==> src/rtl/fetch_unit_if.sv <==
// rtl/fetch_unit_if.sv - instruction memory and decoder signal bundle for the fetch stage
interface fetch_unit_if;
    logic [15:0] imem_addr;
    logic        imem_req;
    logic        imem_ack;
    logic [31:0] imem_rdata;
    logic [15:0] instr;
    logic [15:0] imm;
    logic [15:0] instr_pc;
    logic        instr_valid;
    logic        pc_inc;
    logic        pc_ie;
    logic [15:0] pc_in;

    // master: the fetch unit; slave: instruction memory plus decoder
    modport master (
        output imem_addr, imem_req, instr, imm, instr_pc, instr_valid,
        input  imem_ack, imem_rdata, pc_inc, pc_ie, pc_in
    );

    modport slave (
        input  imem_addr, imem_req, instr, imm, instr_pc, instr_valid,
        output imem_ack, imem_rdata, pc_inc, pc_ie, pc_in
    );
endinterface

==> src/rtl/fetch_unit.sv <==
// rtl/fetch_unit.sv - fetch PC, single-outstanding imem reads and prefetch FIFO feeding the decoder
module fetch_unit #(
    parameter int          DEPTH    = 2,
    parameter logic [15:0] RESET_PC = 16'h0000
) (
    input  logic         clk,
    input  logic         rst,
    fetch_unit_if.master bus
);
    localparam int            PW   = (DEPTH > 1) ? $clog2(DEPTH) : 1;
    localparam int            CW   = PW + 1;
    localparam logic [CW-1:0] FULL = CW'(DEPTH);

    typedef enum logic [1:0] {IDLE, WAIT, DROP} state_t;

    state_t        state, state_next;
    logic [15:0]   fetch_pc, fetch_pc_next;
    logic          req, req_next;
    logic [15:0]   addr, addr_next;
    logic [47:0]   mem [DEPTH];
    logic [PW-1:0] rd_ptr, wr_ptr;
    logic [CW-1:0] count, count_next;
    logic          valid, redirect, pop, push, room;

    assign valid    = (count != '0);
    assign redirect = valid && bus.pc_ie;
    assign pop      = valid && bus.pc_inc && !bus.pc_ie;
    assign push     = (state == WAIT) && bus.imem_ack && !redirect;

    always_comb begin
        count_next = count;
        if (redirect)
            count_next = '0;
        else if (push && !pop)
            count_next = count + CW'(1);
        else if (pop && !push)
            count_next = count - CW'(1);
    end

    always_comb begin
        fetch_pc_next = fetch_pc;
        if (redirect)
            fetch_pc_next = bus.pc_in;
        else if (push)
            fetch_pc_next = fetch_pc + 16'd1;
    end

    // the in-flight word has a reserved slot, so issue only while the post-edge FIFO has room
    assign room = (count_next < FULL);

    always_comb begin
        state_next = state;
        req_next   = req;
        addr_next  = addr;
        case (state)
            IDLE: begin
                if (room) begin
                    state_next = WAIT;
                    req_next   = 1'b1;
                    addr_next  = fetch_pc_next;
                end
            end
            WAIT, DROP: begin
                if (bus.imem_ack) begin
                    if (room) begin
                        state_next = WAIT;
                        req_next   = 1'b1;
                        addr_next  = fetch_pc_next;
                    end else begin
                        state_next = IDLE;
                        req_next   = 1'b0;
                    end
                end else if (redirect) begin
                    state_next = DROP;
                end
            end
            default: begin
                state_next = IDLE;
                req_next   = 1'b0;
            end
        endcase
    end

    always_ff @(posedge clk) begin
        if (rst) begin
            state    <= IDLE;
            req      <= 1'b0;
            addr     <= RESET_PC;
            fetch_pc <= RESET_PC;
            count    <= '0;
            rd_ptr   <= '0;
            wr_ptr   <= '0;
        end else begin
            state    <= state_next;
            req      <= req_next;
            addr     <= addr_next;
            fetch_pc <= fetch_pc_next;
            count    <= count_next;
            if (redirect) begin
                rd_ptr <= '0;
                wr_ptr <= '0;
            end else begin
                if (pop)
                    rd_ptr <= rd_ptr + PW'(1);
                if (push)
                    wr_ptr <= wr_ptr + PW'(1);
            end
        end
    end

    // entry layout: {pc, immediate, opcode}
    always_ff @(posedge clk) begin
        if (push && !rst)
            mem[wr_ptr] <= {addr, bus.imem_rdata};
    end

    assign bus.imem_req    = req;
    assign bus.imem_addr   = addr;
    assign bus.instr_valid = valid;
    assign bus.instr       = valid ? mem[rd_ptr][15:0]  : 16'h0000;
    assign bus.imm         = valid ? mem[rd_ptr][31:16] : 16'h0000;
    assign bus.instr_pc    = valid ? mem[rd_ptr][47:32] : 16'h0000;
endmodule

==> src/flat_wrapper.sv <==
// flat-port wrapper written by rule: the top's interface ports become plain ports
module fetch_unit_flat 
#(
    parameter int          DEPTH    = 2,
    parameter logic [15:0] RESET_PC = 16'h0000
)
  (clk, rst, bus_imem_addr, bus_imem_req, bus_instr, bus_imm, bus_instr_pc, bus_instr_valid, bus_imem_ack, bus_imem_rdata, bus_pc_inc, bus_pc_ie, bus_pc_in);
  fetch_unit_if bus_i ();
  input  logic clk;
  input  logic rst;
  output wire logic [$bits(bus_i.imem_addr)-1:0] bus_imem_addr;
  output wire logic [$bits(bus_i.imem_req)-1:0] bus_imem_req;
  output wire logic [$bits(bus_i.instr)-1:0] bus_instr;
  output wire logic [$bits(bus_i.imm)-1:0] bus_imm;
  output wire logic [$bits(bus_i.instr_pc)-1:0] bus_instr_pc;
  output wire logic [$bits(bus_i.instr_valid)-1:0] bus_instr_valid;
  input wire logic [$bits(bus_i.imem_ack)-1:0] bus_imem_ack;
  input wire logic [$bits(bus_i.imem_rdata)-1:0] bus_imem_rdata;
  input wire logic [$bits(bus_i.pc_inc)-1:0] bus_pc_inc;
  input wire logic [$bits(bus_i.pc_ie)-1:0] bus_pc_ie;
  input wire logic [$bits(bus_i.pc_in)-1:0] bus_pc_in;
  assign bus_imem_addr = bus_i.imem_addr;
  assign bus_imem_req = bus_i.imem_req;
  assign bus_instr = bus_i.instr;
  assign bus_imm = bus_i.imm;
  assign bus_instr_pc = bus_i.instr_pc;
  assign bus_instr_valid = bus_i.instr_valid;
  assign bus_i.imem_ack = bus_imem_ack;
  assign bus_i.imem_rdata = bus_imem_rdata;
  assign bus_i.pc_inc = bus_pc_inc;
  assign bus_i.pc_ie = bus_pc_ie;
  assign bus_i.pc_in = bus_pc_in;
  fetch_unit #(.DEPTH(DEPTH), .RESET_PC(RESET_PC)) u_core (.clk(clk), .rst(rst), .bus(bus_i));
endmodule
==> config.mk <==
export PLATFORM = sky130hd
export DESIGN_NAME = fetch_unit_flat
export DESIGN_NICKNAME = d
export VERILOG_FILES = /design/src/rtl/fetch_unit_if.sv /design/src/rtl/fetch_unit.sv /design/src/flat_wrapper.sv
export SDC_FILE = /design/constraint.sdc
export NUM_CORES = 1
export LEC_CHECK = 0
export ABC_AREA = 1
export CORE_ASPECT_RATIO = 0.75
export CORE_MARGIN = 2
export CORE_UTILIZATION = 50
export DETAILED_ROUTE_END_ITERATION = 7
export GPL_TIMING_DRIVEN = 1
export PLACE_DENSITY_LB_ADDON = 0.25
export SYNTH_ARGS = -nofsm -noshare
export SYNTH_HDL_FRONTEND = slang
export SYNTH_SLANG_ARGS = --single-unit
export TNS_END_PERCENT = 30
==> constraint.sdc <==
create_clock -name clk -period 9.7 [get_ports clk]
set_input_delay 2.425 -clock clk [delete_from_list [all_inputs] [get_ports clk]]
set_output_delay 2.425 -clock clk [all_outputs]
set_load 0.1 [all_outputs]
==> impl_summary.txt <==
----------------------------------------------------
[Run status]
  Status ... finished clean

[Timing]
  Relative slew slack ... 0.2936
  Fin crit period ... 5.688 ns
  Peak Freq ... 175.8 MHz
  Sum of negative setup slack ... 0 ns
  Setup violations, final ... 0
  Layout Skew ... 0.009137 ns
  Hold Fails Final Rpt ... 0
  Transition time of the tightest slew-check pin ... 1.056 ns
  Number of pins exceeding their max-slew limit in the final report ... 0
  Share of the clock period used by the worst path after layout ... 0.5864
  RSZ-0062 raised after global routing ... false

[CTS]
  Total clock buffers created by CTS ... 17
  Hold buffers post-CTS ... 0
  CTS tree ... done
  Level count of the clock H-tree ... 4
  Bufs on Longest Clock Path ... 2
  Clock Sink Count ... 136
  Count of buffers added by post-CTS timing repair for setup ... 0
  Clock root cell ... sky130_fd_sc_hd__clkbuf_16
  Clock slew seen by the registers of the worst setup and hold paths ... 0.06 ns
  Insertion delay to the later sink of the worst-skew pair ... 0.41 ns
  Post-cts sizing count ... 0

[Detailed routing]
  Total met3 wirelength after detailed routing ... 944 um
  Vias after detailed routing ... 4405
  Violation count after the first detailed-route iteration ... 315
  First-pass iteration count of the detailed router ... 5
  DRC violation count after routing ... 0
  WL met2 ... 6070 um
  Routed wire length per instance ... 15.31 um
  Remaining antenna violation count after routing ... 0
  Met1 WL ... 5748 um
  Vias per inst ... 5.213
  Highest metal layer with signal wires ... met4
  Routed Wire Length ... 12940 um

[Setup path]
  R2R Setup Slk ... 6.29 ns
  Worst reg2reg path depth ... 13
  Data required time at the worst endpoint ... 7.28 ns
  Cell type of the slowest stage on the worst timing path ... sky130_fd_sc_hd__clkdlybuf4s50_1
  Worst setup path endpoint ... bus_instr_pc[2]
  Worst setup path class ... reg -> out
  Worst-path cell chain ... buf_4 > inv_1 > buf_4 > nor2_1 > nor2_1 > clkdlybuf4s50_1
  Startpoint type of the worst setup path ... register
  Critical path data arrival time ... 3.26 ns
  End of the worst register-to-register path ... u_core.bus.imem_addr[6]
  Crit end category ... primary output
  Max Fanout on Critical Path ... 49
  Max incr delay on CP ... 1.16 ns
  Startpoint of the worst-slack reg-to-reg timing path ... u_core.count[0]

[Pwr]
  Maximum VDD drop ... 0.3237 mV
  Power density normalized to cell area ... 318.3 mW/mm^2
  P_leak ... 0.002946 uW

[Logic synthesis]
  Share of the yosys chip area belonging to registers ... 0.6463
  Synth Area in Compound Gates ... 0.08496
  Synthesized flop and latch total ... 136
  Synth Area in Simple Gates ... 0.1908
  Gate count after technology mapping ... 574
  Synthesized net count ... 634
  Yosys synthesis warning count ... 0
  Multiplexer share of the synthesized area ... 0
  Post-synthesis xor/xnor area fraction ... 0.009221
  Total standard cell area after synthesis ... 0.005699 sq mm
  Number of unique standard cell types used by synthesis ... 35
  Post-synthesis share of cell area spent on full adders, half adders and majority gates ... 0.01537
  Per-instance average area after synthesis ... 9.929 sq um
  Dominant combinational cell family by area after synthesis ... simple AND/OR/NAND/NOR gates

[GRT]
  Total global-route track usage ... 0.2153
  Largest net degree at the start of global routing ... 52
  First-pass GRT wire length ... 19970 um
  GRT Residual Overflow ... 0
  Antenna violations before repair ... 0
  Via count of the first global-routing pass ... 4100

[Finish]
  Area used by multi-input combinational logic ... 0.001724 sq mm
  Number of inserted diodes ... 0
  Layout Area Growth over Synthesis ... 32.71%
  Area occupied by registers ... 0.003684 sq mm
  Nets@finish ... 752
  Layout cell share with drive strength beyond 1 ... 0.07801
  Number of fill cells in the layout ... 815
  Final std cells w/o fill ... 845

[Die]
  Chip height ... 96.46 um
  Starting Density ... 0.5170
  Die width ... 127.3 um
  Overall die area ... 0.01228 sq mm
  Core Region ... 0.01102 sq mm
  # rows ... 33
  Num ports ... 119

[Worst hold path]
  Worst hold-check path type ... reg -> reg

[Placement]
  Routability congestion estimate from global placement ... 0.8328
  Cell total after placement ... 813
  Number of buffers added on ports ... 118
  Detailed placer's ending HPWL ... 8486 um

[Job]
  Number of max-cap violations ... 0

----------------------------------------------------
[worst max-delay path: cells and delay by family (launching register included)]
kind	cells	cell delay (ns)
buffers and inverters	4	2.22
AND/OR/NAND/NOR	2	0.30
flip-flops	1	0.29
[area by class of cell]
| type | instances | area share |
|---|---|---|
| inverters | 49 | 0.02432 |
| repair buffers | 123 | 0.1611 |
| multi-input cells | 365 | 0.2280 |
| flip-flops and latches | 136 | 0.4870 |
| well taps | 140 | 0.02316 |
| clock buffers | 17 | 0.05624 |
| clock inverters | 15 | 0.02018 |
[cells by family (layout without fill, tap and decap cells)]
| kind of cell | after synthesis | in the layout |
|---|---|---|
| xor+xnor | 6 | 6 |
| simple gates | 262 | 262 |
| compound gates | 90 | 90 |
| flops | 136 | 136 |
| fa+ha+maj | 7 | 7 |
| buf+inv | 73 | 204 |
[per-layer routing]
layer  up-vias  track usage
li1       2149            -
met1      2081       0.2853
met2       159       0.3516
met3        16      0.05121
met4         0      0.07875
met5         -            0
[where the power goes]
group	leakage [uW]	total, uW	internal, uW	switching (uW)
Clock	0.000272	619	378	241
Sequential	0.00120	766	712	54.7
Combinational	0.00147	1020	226	796
Total	0.00295	2410	1320	1090
[worst min path at each step]
stage                     depth (start not counted)           from            end
final                                             2  u_core.wr_ptr  u_core.wr_ptr
after global routing                              2  u_core.wr_ptr  u_core.wr_ptr
after CTS                                         2  u_core.wr_ptr  u_core.wr_ptr
after detailed placement                          2  u_core.wr_ptr  u_core.wr_ptr
after global placement                            2  u_core.wr_ptr  u_core.wr_ptr
after floorplan                                   2  u_core.wr_ptr  u_core.wr_ptr
[Yosys cell counts (all sizes together)]
master | number | share of area
a21oi | 22 | 0.020
and2 | 1 | 0.0011
buf | 11 | 0.013
clkbuf | 13 | 0.0086
dfxtp | 40 | 0.14
edfxtp | 96 | 0.51
ha | 7 | 0.015
inv | 49 | 0.032
nand2 | 83 | 0.058
nand3 | 32 | 0.030
nand3b | 1 | 0.0013
nand4 | 3 | 0.0033
nor2 | 138 | 0.093
nor3 | 2 | 0.0018
o211ai | 1 | 0.0013
o21a | 3 | 0.0040
o21ai | 62 | 0.057
o21bai | 2 | 0.0026
or2 | 2 | 0.0022
xnor2 | 5 | 0.0077
xor2 | 1 | 0.0015
[registers in the layout, summed over array words and instances (netlist names), named ones only]
signal / count
u_core.bus.imem_addr: 16
u_core.state: 2
u_core.bus.imem_req: 1
u_core.rd_ptr: 1
u_core.wr_ptr: 1
u_core.mem: 96
u_core.count: 2
u_core.fetch_pc: 16
[placed cells by master (no fill, tap or decap), drive strengths merged]
| cell type | instances |
|---|---|
| o21bai | 2 |
| nor2 | 138 |
| a21oi | 22 |
| dfxtp | 40 |
| clkinv | 5 |
| clkdlybuf4s50 | 118 |
| clkinvlp | 5 |
| ha | 7 |
| nor3 | 2 |
| o21a | 3 |
| xnor2 | 5 |
| and2 | 1 |
| o211ai | 1 |
| nand3 | 32 |
| buf | 5 |
| edfxtp | 96 |
| clkbuf | 17 |
| o21ai | 62 |
| nand4 | 3 |
| xor2 | 1 |
| or2 | 2 |
| inv | 52 |
| bufinv | 2 |
| nand2 | 83 |
| nand3b | 1 |
[through the flow]
step	utilization	power, uW	setup WS (ns)	hold WS (ns)	area [sq um]
after floorplan	-	1564	3.216	0.4442	5699
after global placement	0.6336	1782	4.534	0.4556	6985
after detailed placement	0.6336	1795	4.471	0.4610	6985
after CTS	0.6861	2416	4.029	0.4691	7564
after global routing	0.6861	2502	3.895	0.4950	7564
final	0.6861	2408	4.012	0.4749	7564
(Power assumes the default switching activity.)
